**config.mk**
```make
export PLATFORM = sky130hd
export DESIGN_NAME = nasti_rw_scheduler
export DESIGN_NICKNAME = d
export VERILOG_FILES = /design/src/rtl/nasti_rw_scheduler.sv
export SDC_FILE = /design/constraint.sdc
export NUM_CORES = 1
export LEC_CHECK = 0
export CAP_MARGIN = 0
export CORE_MARGIN = 4
export CORE_UTILIZATION = 33
export DETAILED_ROUTE_END_ITERATION = 6
export GPL_ROUTABILITY_DRIVEN = 0
export PLACE_DENSITY = 0.83
export SLEW_MARGIN = 20
export SYNTH_ARGS = -nofsm -noshare
export SYNTH_HDL_FRONTEND = slang
export SYNTH_SLANG_ARGS = --single-unit
```
**constraint.sdc**
```tcl
create_clock -name core_clk -period 2.52 [get_ports core_clk]
set_clock_uncertainty 0.2 [all_clocks]
set_input_delay 0.378 -clock core_clk [delete_from_list [all_inputs] [get_ports core_clk]]
set_output_delay 0.378 -clock core_clk [all_outputs]
set_load 0.01 [all_outputs]
```
**src/rtl/nasti_rw_scheduler.sv**
```systemverilog
// nasti_rw_scheduler: drains NASTI AR/AW/W FIFOs onto one DDR command port.
// Define NASTI_SCHED_WLAST_CHECK_EN to flag w_last/beat-count mismatches.
module nasti_rw_scheduler #(
  parameter int C_NASTI_ID_WIDTH   = 4,
  parameter int C_NASTI_ADDR_WIDTH = 32,
  parameter int C_NASTI_DATA_WIDTH = 64,
  parameter int C_MAX_PENDING      = 5,
  parameter int C_BATCH            = 4,
  localparam int IW = C_NASTI_ID_WIDTH,
  localparam int AW = C_NASTI_ADDR_WIDTH,
  localparam int XW = IW + AW + 8,
  localparam int WW = C_NASTI_DATA_WIDTH
                    + C_NASTI_DATA_WIDTH / 8 + 1
) (
  input  logic          core_clk,
  input  logic          core_arstn,
  input  logic [XW-1:0] ar_rdata,
  input  logic          ar_rempty,
  output logic          ar_rinc,
  input  logic [XW-1:0] aw_rdata,
  input  logic          aw_rempty,
  output logic          aw_rinc,
  input  logic [WW-1:0] w_rdata,
  input  logic          w_rempty,
  output logic          w_rinc,
  output logic          cmd_valid,
  input  logic          cmd_ready,
  output logic          cmd_write,
  output logic [IW-1:0] cmd_id,
  output logic [AW-1:0] cmd_addr,
  output logic [7:0]    cmd_len,
  output logic          wd_valid,
  input  logic          wd_ready,
  input  logic          rd_done,
  output logic          wlast_err
);

  localparam int PW = $clog2(C_MAX_PENDING + 1);
  localparam int SW = $clog2(C_BATCH + 1);

  typedef enum logic [1:0] {
    IDLE,
    RD_CMD,
    WR_CMD,
    WR_DATA
  } state_t;

  state_t        state;
  state_t        state_nxt;
  logic          run;
  logic [PW-1:0] pend;
  logic [SW-1:0] streak;
  logic          last_dir;
  logic [7:0]    beat;

  logic          rd_ok;
  logic          wr_ok;
  logic          batch_full;
  logic          pick_wr;
  logic          in_idle;
  logic          gnt_rd;
  logic          gnt_wr;
  logic          rd_issue;
  logic          wr_issue;
  logic          last_beat;
  logic [XW-1:0] gnt_trans;
  logic          w_unused;

  // last_dir: 0 = read, 1 = write.
  assign rd_ok = ~ar_rempty
               & (pend < PW'(C_MAX_PENDING));
  assign wr_ok = ~aw_rempty & ~w_rempty;

  assign batch_full = (streak >= SW'(C_BATCH));
  assign pick_wr    = batch_full ^ last_dir;

  assign in_idle = run & (state == IDLE);
  assign gnt_rd  = in_idle & rd_ok
                 & (~wr_ok | ~pick_wr);
  assign gnt_wr  = in_idle & wr_ok
                 & (~rd_ok | pick_wr);

  assign gnt_trans = gnt_wr ? aw_rdata
                            : ar_rdata;

  assign rd_issue  = (state == RD_CMD) & cmd_ready;
  assign wr_issue  = (state == WR_CMD) & cmd_ready;
  assign last_beat = (beat == cmd_len);

  // Payload bits flow to the DDR side outside this block.
  assign w_unused = ^w_rdata;

  // State register.
  always_ff @(posedge core_clk or negedge core_arstn) begin
    if (!core_arstn) state <= IDLE;
    else             state <= state_nxt;
  end

  // Hold off grants for one cycle after reset release.
  always_ff @(posedge core_clk or negedge core_arstn) begin
    if (!core_arstn) run <= 1'b0;
    else             run <= 1'b1;
  end

  // Next state, pop strobes and handshake outputs.
  always_comb begin
    state_nxt = state;
    ar_rinc   = 1'b0;
    aw_rinc   = 1'b0;
    w_rinc    = 1'b0;
    cmd_valid = 1'b0;
    cmd_write = 1'b0;
    wd_valid  = 1'b0;
    unique case (state)
      IDLE: begin
        unique case (1'b1)
          gnt_rd: begin
            ar_rinc   = 1'b1;
            state_nxt = RD_CMD;
          end
          gnt_wr: begin
            aw_rinc   = 1'b1;
            state_nxt = WR_CMD;
          end
          default: ;
        endcase
      end
      RD_CMD: begin
        cmd_valid = 1'b1;
        if (cmd_ready) state_nxt = IDLE;
      end
      WR_CMD: begin
        cmd_valid = 1'b1;
        cmd_write = 1'b1;
        if (cmd_ready) state_nxt = WR_DATA;
      end
      WR_DATA: begin
        wd_valid = ~w_rempty;
        w_rinc   = ~w_rempty & wd_ready;
        if (w_rinc && last_beat) state_nxt = IDLE;
      end
      default: state_nxt = IDLE;
    endcase
  end

  // Capture the granted transaction into the command fields.
  always_ff @(posedge core_clk or negedge core_arstn) begin
    if (!core_arstn) begin
      {cmd_id, cmd_addr, cmd_len} <= '0;
    end else if (gnt_rd | gnt_wr) begin
      {cmd_id, cmd_addr, cmd_len} <= gnt_trans;
    end
  end

  // Same-direction streak, saturating at the batch size.
  always_ff @(posedge core_clk or negedge core_arstn) begin
    if (!core_arstn) begin
      streak   <= '0;
      last_dir <= 1'b0;
    end else if (gnt_rd | gnt_wr) begin
      if (gnt_wr == last_dir) begin
        if (!batch_full) streak <= streak + SW'(1);
      end else begin
        streak   <= SW'(1);
        last_dir <= gnt_wr;
      end
    end
  end

  // Reads in flight; simultaneous issue and return cancel out.
  always_ff @(posedge core_clk or negedge core_arstn) begin
    if (!core_arstn) begin
      pend <= '0;
    end else if (rd_issue & ~rd_done) begin
      pend <= pend + PW'(1);
    end else if (~rd_issue & rd_done & (pend != '0)) begin
      pend <= pend - PW'(1);
    end
  end

  // Write beat counter for the current burst.
  always_ff @(posedge core_clk or negedge core_arstn) begin
    if (!core_arstn)  beat <= '0;
    else if (wr_issue) beat <= '0;
    else if (w_rinc)   beat <= beat + 8'd1;
  end

`ifdef NASTI_SCHED_WLAST_CHECK_EN
  // Sticky flag: w_last must mark exactly the counted final beat.
  always_ff @(posedge core_clk or negedge core_arstn) begin
    if (!core_arstn) begin
      wlast_err <= 1'b0;
    end else if (w_rinc && (w_rdata[0] != last_beat)) begin
      wlast_err <= 1'b1;
    end
  end
`else
  assign wlast_err = 1'b0;
`endif

endmodule
```
=== After elaboration in Yosys (flattened, before gate mapping) ===
Index checks and enable logic that the tools add are counted.

* Register bits after elaboration: 62
* Output and inout port bits: 51
* Logic and storage cells: 80

* Add/sub/neg operators: 4
* Order comparisons: 2
* Eq/ne operators: 10
* Muxes and demuxes: 20
* Bitwise operators: 26
* Reductions and logical operators: 9

{| class="wikitable"
|+ Operators with widths
! operator !! count
|-
| $mux W44 || 1
|-
| $mux W8 || 2
|-
| $and A1 B1 Y1 || 13
|-
| $mux W3 || 4
|-
| $not A1 Y1 || 9
|-
| $add A8 B1 Y8 const B || 1
|-
| $eq A8 B8 Y1 || 1
|-
| $mux W1 || 8
|-
| $ne A2 B2 Y1 const B || 4
|-
| $pmux W2 S4 || 1
|-
| $add A3 B1 Y3 const B || 2
|-
| $mux W2 || 3
|-
| $eq A2 B2 Y1 const B || 2
|-
| $pmux W2 S2 || 1
|-
| $reduce_and A2 Y1 || 2
|-
| $reduce_and A4 Y1 || 1
|-
| $reduce_bool A2 Y1 || 2
|-
| $ge A3 B3 Y1 const B || 1
|-
| $lt A3 B3 Y1 const B || 1
|-
| $ne A3 B3 Y1 const B || 1
|-
| $or A1 B1 Y1 || 3
|-
| $reduce_bool A3 Y1 || 1
|-
| $sub A3 B1 Y3 const B || 1
|-
| $eq A2 B1 Y1 const B || 1
|-
| other kinds (5) || 5
|}

=== Depth between registers and ports, before layout ===
Gate-level depths: netlist of run 1.

* Word-level depth: 8
* Mapped depth: 9

=== Worst setup path before layout of run 1 ===
No wires, ideal clock.

* Kind: register to register
* From: register state[0]
* To: register cmd_addr[11]
* Setup time: 0.129 ns
* Arrival time: 1.997 ns
* Data required time: 2.191 ns
* Path slack: 0.194 ns
* Stages on the path, launching flop included: 10
* Clock period less this slack: 2.326 ns
* Path through: dfrtp_1 > inv_1 > ha_1 > nand2_1 > a2111oi_4 > nand2b_1 > buf_6 > buf_12 > mux2i_1 > o21ai_2

* Word-level cells in the longest chain between the ends: 5

{| class="wikitable"
|+ RTL lines
! what !! line !! text
|-
| start, declared || 48 || <nowiki>state_t state;</nowiki>
|-
| start signal, assigned || 96 || <nowiki>else state <= state_nxt;</nowiki>
|-
| $logic_not A2 Y1 * || 77 || <nowiki>assign in_idle = run & (state == IDLE);</nowiki>
|-
| $and A1 B1 Y1 * || 77 ||
|-
| $and A1 B1 Y1, on equally long branches || 80, 78 ||
|-
| $and A1 B1 Y1, on equally long branches || 81, 79 ||
|-
| $mux W44 / $or A1 B1 Y1 (equally long branches) || 83, 150 ||
|-
| end signal, assigned || 151 || <nowiki>{cmd_id, cmd_addr, cmd_len} <= gnt_trans;</nowiki>
|-
| end, declared || 30 || <nowiki>output logic [AW-1:0] cmd_addr,</nowiki>
|}

Mark *: on every way between the ends. The rest lies on a longest branch, timed or not.
A chain may end at the register's enable or synchronous reset.

=== Final worst setup path of run 1 ===
* From: register pend[1]
* To: output port aw_rinc

* Word-level cells in the longest chain between the ends: 7

{| class="wikitable"
|+ RTL lines
! what !! line !! text
|-
| start, declared || 51 || <nowiki>logic [PW-1:0] pend;</nowiki>
|-
| start signal, assigned || 175 || <nowiki>pend <= pend + PW'(1);</nowiki>
|-
| start signal, assigned || 177 || <nowiki>pend <= pend - PW'(1);</nowiki>
|-
| $lt A3 B3 Y1 || 71 || <nowiki>& (pend < PW'(C_MAX_PENDING));</nowiki>
|-
| $and A1 B1 Y1 || 71 ||
|-
| $not A1 Y1 || 81 || <nowiki>& (~rd_ok | pick_wr);</nowiki>
|-
| $or A1 B1 Y1 || 81 ||
|-
| $and A1 B1 Y1 || 81 ||
|-
| $mux W1 || 116 || <nowiki>unique case (1'b1)</nowiki>
|-
| $mux W1 || 114 || <nowiki>unique case (state)</nowiki>
|-
| end, declared || 22 || <nowiki>output logic aw_rinc,</nowiki>
|}

Every way passes these cells.

==> results of run 1 <==
## flip-flops by register name (all words and copies together) (netlist names)
register,cells
cmd_addr,32
beat,8
cmd_len,8
cmd_id,4
pend,3
streak,3
state,2
last_dir,1
run,1
## cells in the final DEF (no fill, tap or decap), types with 5 or more instances in the layout
master / n
inv_1: 5
a21oi_1: 6
nor2_1: 16
ha_1: 7
xnor2_1: 10
o21ai_1: 38
buf_4: 22
clkbuf_8: 11
xor2_1: 5
dfrtp_1: 58
o21ai_0: 9
mux2i_1: 49
clkdlybuf4s50_1: 142
nand2_1: 52
## path summary, 6_finish.rpt
check	startpoint	end	slack (ps)	depth (start not counted)
min	cmd_addr[11]	cmd_addr[11]	280	2
max reg2reg	pend[1]	cmd_id[3]	100	8
max in group asynchronous	core_arstn	last_dir	1060	3
min reg2reg	cmd_addr[11]	cmd_addr[11]	280	2
max	pend[1]	aw_rinc	60	5
min in group asynchronous	core_arstn	pend[2]	420	2
## cells by family after synthesis
logic type                 Yosys count  share of synthesized area
and+or+nand+nor                     88                      0.115
AOI/OAI and AO/OA                   67                      0.121
DFF                                 62                      0.473
muxes                               50                      0.153
buffers and inverters               25                     0.0545
xor gates and xnor gates            16                     0.0450
adders and majority gates            9                     0.0366
other                                2                    0.00229
## power groups by stage
stage	combinational, mW	sequential (mW)	clock, mW
3_3_place_gp	2.23	1.72	0
6_report	2.40	1.73	0.901
5_1_grt	2.64	1.78	0.978
3_5_place_dp	2.30	1.75	0
2_1_floorplan	1.02	1.84	0
4_1_cts	2.34	1.74	0.930
## worst reg2reg max path, stage by stage, from the launching register on
cell       delay [ps]
dfrtp_2           430
o21a_4            240
a2111oi_4         360
nand2b_4          200
buf_4             100
buf_4             210
buf_4             250
mux2i_1           230
o21ai_1            70
## routing by layer
layer | global-route usage | vias up | wire length [um]
li1 | - | 1419 | -
met5 | 0 | - | 0
met4 | 0.0487 | 0 | 91
met2 | 0.263 | 106 | 4430
met1 | 0.168 | 1366 | 3540
met3 | 0.0468 | 8 | 748
## layout make-up
type                    instances  area [um2]
clock buffers                  13         159
fillers                       899        4500
inverters                       7        26.3
clock inverters                 3        42.5
flip-flops and latches         62        1560
repair buffers                172        1690
well taps                     133         166
multi-input cells             232        1590
## what timing repair did
item,CTS,global route
pin swaps,1,0
hold endpoints to repair,28,0
buffers inserted,3,6
gates resized for setup,8,7
hold buffers,1,0
endpoints found under the setup margin,2,36
cloned,0,0
==> impl_metrics.env, run 1 <==
export IMPL_ys_types=44
export IMPL_clockPowerShare=0.179
export IMPL_grt_total_usage=0.148
export IMPL_grt_overflow=0
export IMPL_cts_sinks=62
export IMPL_drt_iter0_drc=100
export IMPL_htreeDepth=3
export IMPL_grt_max_degree=63
export IMPL_ys_ff_latch=62
export IMPL_comb_power_share=0.477
export IMPL_syn_avg_cell_area_um2=10.3
export IMPL_crit_type="flip-flop to primary output"
export IMPL_synthesis_area_um2=3280
export IMPL_setup_viol=0
export IMPL_finalCriticalPeriod_ps=2460
export IMPL_switching_power_mw=1.75
export IMPL_rows=36
export IMPL_status="finished, final reports clean"
export IMPL_synth_top_area_cell="dfrtp_1"
export IMPL_dieArea_um2=11600
export IMPL_share_seq_of_total_power=0.344
export IMPL_start_kind="flip-flop"
export IMPL_finalWirelength_mm=8.81
export IMPL_dp_hpwl_mm=6.78
export IMPL_synth_commonest_cells="62 x dfrtp_1, 53 x nand2_1, 49 x mux2i_1, 38 x o21ai_1, 16 x nor2_1"
export IMPL_maxSlewHeadroom=0.548
export IMPL_clkTransAtPathRegs_ps=70
export IMPL_hp_class="flip-flop to flip-flop"
export IMPL_synth_top_area_frac=0.473
export IMPL_crit_buf_inv=2
export IMPL_num_vias=2899
export IMPL_final_cells=622
export IMPL_cp_slowest_cell="dfrtp_2"
export IMPL_synth_seq_area_share=0.473
export IMPL_p_int_mw=3.28
export IMPL_irDropWorstVdd_mv=0.431
export IMPL_setup_ws_ps=55.8
export IMPL_cp_data_arrival_time_ps=1890
export IMPL_design_area_um2=5230
export IMPL_antenna_found_initial=0
export IMPL_cts_root_buf="clkbuf_8"
export IMPL_drv_cap=0
export IMPL_numPortBuffers=145
export IMPL_start_util=0.337
export IMPL_hold_viol=0
export IMPL_fin_setup_tns_ps=0
export IMPL_drive_gt1_frac=0.117
export IMPL_path_max_fanout=4
export IMPL_ant_nets=0
export IMPL_power_density_nw_per_um2=962
export IMPL_grt_pass1_wl_mm=13.6
export IMPL_cts_inserted_buffers=9
export IMPL_postSynth_asyncResetShare=1.00
export IMPL_crit_path_cell_trace="o21a_4 -> a2111oi_4 -> nand2b_4 -> inv_2 -> dlygate4sd2_1"
export IMPL_drc_errors=0
export IMPL_place_inst=596
export IMPL_first_pass_iters=4
export IMPL_cts_tree="done"
export IMPL_synth_main_ff_cell="dfrtp_1"
export IMPL_die_w_um=108
export IMPL_fp_dieH_um=108
export IMPL_syn2layout_area_growth_pct=59.5
export IMPL_worst_slew_pin_slew_ps=677
export IMPL_antennaDiodeCount=0
export IMPL_synth_area_leaders="dfrtp_1 47%, mux2i_1 15%, nand2_1 6.1%"
export IMPL_finalPower_mw=5.03
export IMPL_swShare=0.348
export IMPL_yosysMostFrequentCell="dfrtp_1"
export IMPL_critPathTopFamily="compound AO/OA/AOI/OAI gates"
export IMPL_dpl_cell_area_um2=4920
export IMPL_wire_per_inst_um=14.2
export IMPL_utilization=0.538
export IMPL_max_freq_mhz=406
export IMPL_pin_count=220
export IMPL_preCtsSetupSlack_ps=-95.8
export IMPL_hold_slack_ps=284
export IMPL_slowest_delay_ps=430
export IMPL_syn_num_nets=497
export IMPL_yosysWarnings=0
export IMPL_cp_required_ps=1940
export IMPL_slew_viol_final=0
export IMPL_core_region_area_um2=9730
export IMPL_finalCritPeriodShare=0.978
export IMPL_grt_pass1_vias=2901
export IMPL_syn_instance_count=319
export IMPL_synth_edff_count=0
export IMPL_crit_path_end_kind="primary output"
export IMPL_p_leak_nw=2.51
export IMPL_clockBufferDepth=2
export IMPL_grt_setup_unrepaired="no"
export IMPL_clkLatencyLatePin_ps=330
export IMPL_nNetsFinal=662
export IMPL_via_per_inst=4.66
No activity file was read; power rests on OpenSTA's default activity.
==> run 2, diff against run 1 <==
Settings changed: CORE_MARGIN 4 to unset.
==> run 2 against run 1 <==
Effect of this change: total power about the same; worst setup slack better by 50 ps; via count increased by 0.41%; core utilization increased by 0.22 points; final cell count fell by 0.64%; critical endpoint is now ar_rinc.
==> impl_metrics.env, run 2 (same netlist as run 1, synthesis figures left out) <==
export IMPL_crit_path_end_kind="primary output"
export IMPL_finalCriticalPeriod_ps=2410
export IMPL_slowest_delay_ps=400
export IMPL_power_density_nw_per_um2=961
export IMPL_start_util=0.339
export IMPL_critPathTopFamily="buffers and inverters"
export IMPL_antennaDiodeCount=0
export IMPL_p_int_mw=3.27
export IMPL_pin_count=220
export IMPL_via_per_inst=4.71
export IMPL_rr_startpoint="state[1]"
export IMPL_cp_num_cells=6
export IMPL_rows=36
export IMPL_start_kind="flip-flop"
export IMPL_grt_max_degree=59
export IMPL_hold_viol=0
export IMPL_finalCritPeriodShare=0.958
export IMPL_cts_sinks=62
export IMPL_wire_per_inst_um=14.1
export IMPL_reg2regPathDepth=10
export IMPL_clockPowerShare=0.181
export IMPL_switching_power_mw=1.76
export IMPL_cp_slowest_cell="dfrtp_1"
export IMPL_clkLatencyLatePin_ps=340
export IMPL_path_max_fanout=4
export IMPL_cts_tree="done"
export IMPL_share_seq_of_total_power=0.340
export IMPL_htreeDepth=3
export IMPL_comb_power_share=0.479
export IMPL_grt_setup_unrepaired="no"
export IMPL_hold_slack_ps=283
export IMPL_hold_end="cmd_id[2]"
export IMPL_crit_path_cell_trace="inv_2 -> ha_4 -> nand2_4 -> a2111oi_4 -> buf_4 -> clkdlybuf4s15_1"
export IMPL_cts_inserted_buffers=9
export IMPL_die_w_um=102
export IMPL_crit_type="flip-flop to primary output"
export IMPL_finalPower_mw=5.03
export IMPL_largest_reg_flops=32
export IMPL_drc_errors=0
export IMPL_cts_root_buf="clkbuf_8"
export IMPL_hp_class="flip-flop to flip-flop"
export IMPL_multi_input_area_um2=1600
export IMPL_ant_nets=0
export IMPL_final_seq_area_um2=1550
export IMPL_clockBufferDepth=2
export IMPL_slew_viol_final=0
export IMPL_status="finished, final reports clean"
export IMPL_grt_pass1_vias=2883
export IMPL_maxSlewHeadroom=0.531
export IMPL_p_leak_nw=2.50
export IMPL_cp_required_ps=1940
export IMPL_first_pass_iters=6
export IMPL_drv_cap=0
export IMPL_fp_dieH_um=102
export IMPL_numPortBuffers=145
export IMPL_finalWirelength_mm=8.72
export IMPL_cp_data_arrival_time_ps=1840
export IMPL_min_from="cmd_id[2]"
export IMPL_final_common_cell="clkdlybuf4s50_1"
export IMPL_antenna_found_initial=0
export IMPL_rr_endpoint="cmd_len[7]"
export IMPL_clkTransAtPathRegs_ps=70
export IMPL_whs_path_depth=2
export IMPL_grt_total_usage=0.173
export IMPL_grt_pass1_wl_mm=13.6
export IMPL_syn2layout_area_growth_pct=59.4
export IMPL_dieArea_um2=10300
export IMPL_r2r_setup_slack_ps=130
export IMPL_setup_viol=0
export IMPL_final_cell_mix="142 x clkdlybuf4s50_1, 60 x dfrtp_1, 52 x nand2_1"
export IMPL_core_region_area_um2=9680
export IMPL_drive_gt1_frac=0.113
export IMPL_max_freq_mhz=414
export IMPL_crit_buf_inv=3
export IMPL_nNetsFinal=658
export IMPL_preCtsSetupSlack_ps=-96.6
export IMPL_worst_slew_pin_slew_ps=704
export IMPL_drt_iter0_drc=67
export IMPL_setup_ws_ps=106
export IMPL_irDropWorstVdd_mv=0.413
export IMPL_grt_overflow=0
export IMPL_num_vias=2911
export IMPL_dp_hpwl_mm=6.56
export IMPL_swShare=0.350
export IMPL_fill_cells=881
-- run 2: cell count changes in the layout (fill, tap and decap cells not counted), moves of 2 or more --
cell           before  now
dfrtp_1            58   60
clkinvlp_4          1    3
buf_4              22   17
dlygate4sd2_1       2    0
buf_12              3    5
clkbuf_1            2    0
dfrtp_2             4    2
-- run 2: worst max path at each step --
stage / startpoint / endpoint
after floorplan: state[0] / cmd_addr[11]
after global placement: w_rempty / aw_rinc
after detailed placement: w_rempty / aw_rinc
after CTS: pend[0] / aw_rinc
after global routing: state[1] / ar_rinc
final: state[1] / ar_rinc
-- run 2: repair_timing --
action | 4_1_cts | 5_1_grt
hold endpoints to repair | 28 | 0
buffers inserted | 3 | 4
gates resized for setup | 8 | 8
pin swaps | 1 | 2
setup endpoints to repair | 2 | 2
hold buffers | 1 | 0
-- run 2: cell type report --
| type | instances | share of cell area |
|---|---|---|
| Clock buffer | 11 | 0.0289 |
| Clock inverter | 5 | 0.0110 |
| Inverter | 7 | 0.00502 |
| Multi-Input combinational cell | 232 | 0.305 |
| Sequential cell | 62 | 0.297 |
| Tap cell | 133 | 0.0318 |
| Timing Repair Buffer | 168 | 0.321 |
-- run 2: routing by layer --
| layer | routed length, um | vias up | GRT usage |
|---|---|---|---|
| met4 | 108 | 0 | 0.0535 |
| li1 | - | 1420 | - |
| met1 | 3500 | 1368 | 0.196 |
| met2 | 4470 | 112 | 0.309 |
| met3 | 640 | 11 | 0.0566 |
| met5 | 0 | - | 0 |
-- run 2: power groups by stage --
stage	Clock, mW	Combinational (mW)	Sequential (mW)
final	0.908	2.41	1.71
after global routing	0.989	2.64	1.77
after CTS	0.942	2.36	1.72
after detailed placement	0	2.33	1.73
after global placement	0	2.24	1.71
after floorplan	0	1.02	1.84
-- run 2: worst reg2reg max path, stage by stage (launching register included) --
cell       delay, ps
dfrtp_1          400
inv_2            110
ha_4             160
nand2_4           70
a2111oi_4        350
nand2b_4         200
buf_4            100
buf_4            120
buf_12           200
mux2i_1          260
o21ai_1           80
-- run 2: metrics by stage --
step / instances / TNS, ps / instance area [um2] / util
2_1_floorplan: 319 / 0 / 3280 / -
3_3_place_gp: 594 / -125 / 4930 / 0.509
3_5_place_dp: 594 / -180 / 4930 / 0.509
4_1_cts: 614 / 0 / 5190 / 0.536
5_1_grt: 618 / 0 / 5230 / 0.540
6_report: 618 / 0 / 5230 / 0.540
==> run 3, diff against run 2 <==
Settings changed: REMOVE_ABC_BUFFERS set to 1.
==> run 3 against run 2 <==
Effect of this change: cell area shrank 1.0%; critical path depth is the same; die area is the same; fmax grew 2.0%; sequential cell count is the same; register-to-register slack gained 30 ps; core utilization shrank 0.54 points; first-iteration DRC count shrank 33%; total power shrank 1.3%; count of clock-buffer cells in the layout grew 2; sequential share of layout area grew 0.33 points; critical path type unchanged; largest cell class unchanged; highest routed layer unchanged.
==> impl_metrics.env, run 3 (same netlist as run 1, synthesis figures left out) <==
export IMPL_cp_num_cells=6
export IMPL_drt_iter0_drc=45
export IMPL_finalWirelength_mm=8.11
export IMPL_r2r_setup_slack_ps=160
export IMPL_p_leak_nw=2.49
export IMPL_cp_required_ps=1940
export IMPL_multi_input_area_um2=1600
export IMPL_hold_slack_ps=21.9
export IMPL_rr_endpoint="cmd_len[6]"
export IMPL_dpl_cell_area_um2=4890
export IMPL_ant_nets=0
export IMPL_start_util=0.339
export IMPL_grtUsageMet1=0.190
export IMPL_clockBufferDepth=2
export IMPL_irDropWorstVdd_mv=0.417
export IMPL_max_freq_mhz=422
export IMPL_dp_hpwl_mm=6.21
export IMPL_drc_errors=0
export IMPL_cp_slowest_cell="dfrtp_1"
export IMPL_clkTransAtPathRegs_ps=70
export IMPL_pin_count=220
export IMPL_drive_gt1_frac=0.112
export IMPL_hp_class="input port to asynchronous set/reset pin"
export IMPL_use_met3=0.0538
export IMPL_wire_per_inst_um=13.1
export IMPL_antenna_found_initial=0
export IMPL_utilization=0.535
export IMPL_reg2regPathDepth=9
export IMPL_finalCriticalPeriod_ps=2370
export IMPL_via_per_inst=4.56
export IMPL_rr_startpoint="state[1]"
export IMPL_largest_reg_flops=32
export IMPL_crit_type="flip-flop to primary output"
export IMPL_grt_pass1_wl_mm=13.1
export IMPL_start_kind="flip-flop"
export IMPL_num_vias=2811
export IMPL_antennaDiodeCount=0
export IMPL_clkLatencyLatePin_ps=320
export IMPL_maxSlewHeadroom=0.469
export IMPL_critPathTopFamily="buffers and inverters"
export IMPL_crit_buf_inv=3
export IMPL_dieArea_um2=10300
export IMPL_design_area_um2=5180
export IMPL_grt_setup_unrepaired="no"
export IMPL_crit_path_cell_trace="inv_2 -> ha_4 -> nand2_4 -> a2111oi_4 -> buf_4 -> dlygate4sd2_1"
export IMPL_use_met2=0.288
export IMPL_slowest_delay_ps=410
export IMPL_cp_data_arrival_time_ps=1790
export IMPL_grt_max_degree=63
export IMPL_cts_tree="done"
export IMPL_power_density_nw_per_um2=959
export IMPL_syn2layout_area_growth_pct=57.8
export IMPL_htreeDepth=3
export IMPL_path_max_fanout=4
export IMPL_numPortBuffers=145
export IMPL_final_cell_mix="141 x clkdlybuf4s50_1, 59 x dfrtp_1, 52 x nand2_1"
export IMPL_grt_pass1_vias=2828
export IMPL_status="finished, final reports clean"
export IMPL_cts_inserted_buffers=9
export IMPL_slew_viol_final=0
export IMPL_drv_cap=0
export IMPL_rows=36
export IMPL_die_w_um=102
export IMPL_final_seq_area_um2=1560
export IMPL_fp_dieH_um=102
export IMPL_grt_total_usage=0.164
export IMPL_setup_viol=0
export IMPL_core_region_area_um2=9680
export IMPL_crit_path_end_kind="primary output"
export IMPL_first_pass_iters=6
export IMPL_cts_root_buf="clkbuf_8"
export IMPL_fill_cells=844
export IMPL_worst_slew_pin_slew_ps=796
export IMPL_grt_overflow=0
export IMPL_grt_busiest_layer="met2"
export IMPL_nNetsFinal=657
export IMPL_hold_viol=0
export IMPL_final_common_cell="clkdlybuf4s50_1"
export IMPL_cts_sinks=62
export IMPL_finalCritPeriodShare=0.939
==> run 3: cell types whose count changed in the layout (fill, tap and decap cells not counted), sizes merged <==
cell	before	now
dlygate4sd2	0	1
dlygate4sd3	1	0
clkinvlp	3	1
clkdlybuf4s15	1	0
clkbuf	12	14
clkdlybuf4s50	142	141
dlymetal6s2s	0	1
==> run 3: where the power goes <==
group / internal (mW) / switching (mW)
clock: 0.511 / 0.367
combinational: 1.34 / 1.05
sequential: 1.41 / 0.292
==> run 3: how the worst max path moves through the flow <==
stage / start / endpoint / slack, ps
final: state[1] / ar_rinc / 150
after global routing: state[0] / cmd_addr[16] / 20
after CTS: pend[1] / aw_rinc / 7
after detailed placement: w_rempty / aw_rinc / -130
after global placement: w_rempty / aw_rinc / -120
after floorplan: pend[1] / cmd_id[2] / -1960
==> run 3: area by class of cell <==
| type | count | area share |
|---|---|---|
| repair buffers | 167 | 0.315 |
| multi-input cells | 232 | 0.308 |
| flip-flops and latches | 62 | 0.300 |
| well taps | 133 | 0.0321 |
| clock buffers | 13 | 0.0307 |
| clock inverters | 3 | 0.00821 |
| inverters | 7 | 0.00507 |
==> run 3: metrics by stage <==
stage | total power [mW] | setup slack [ps] | instances | setup TNS [ps]
3_5_place_dp | 4.01 | -134 | 594 | -545
5_1_grt | 5.34 | 24.3 | 617 | 0
6_report | 4.97 | 153 | 617 | 0
2_1_floorplan | 2.82 | -1960 | 301 | -88520
3_3_place_gp | 3.92 | -122 | 594 | -321
4_1_cts | 4.95 | 6.69 | 612 | 0
==> run 3: routing by layer <==
metal / part of all wire / vias up
li1: - / 1408
met1: 0.41 / 1299
met2: 0.52 / 95
met3: 0.066 / 9
met4: 0.012 / 0
met5: 0 / -
==> run 3: worst reg2reg max path, delay by kind of cell, from the launching register on <==
kind                       cells  cell delay [ps]
adders and majority gates      1              140
and+or+nand+nor                2              270
buffers and inverters          3              500
DFF                            1              410
AOI/OAI and AO/OA              2              420
muxes                          1              310
==> run 3: what timing repair did <==
action / 4_1_cts / 5_1_grt
pin swaps: 1 / 1
resized for setup: 7 / 10
setup buffers: 2 / 5
hold buffers: 0 / 0
setup endpoints to repair: 2 / 1
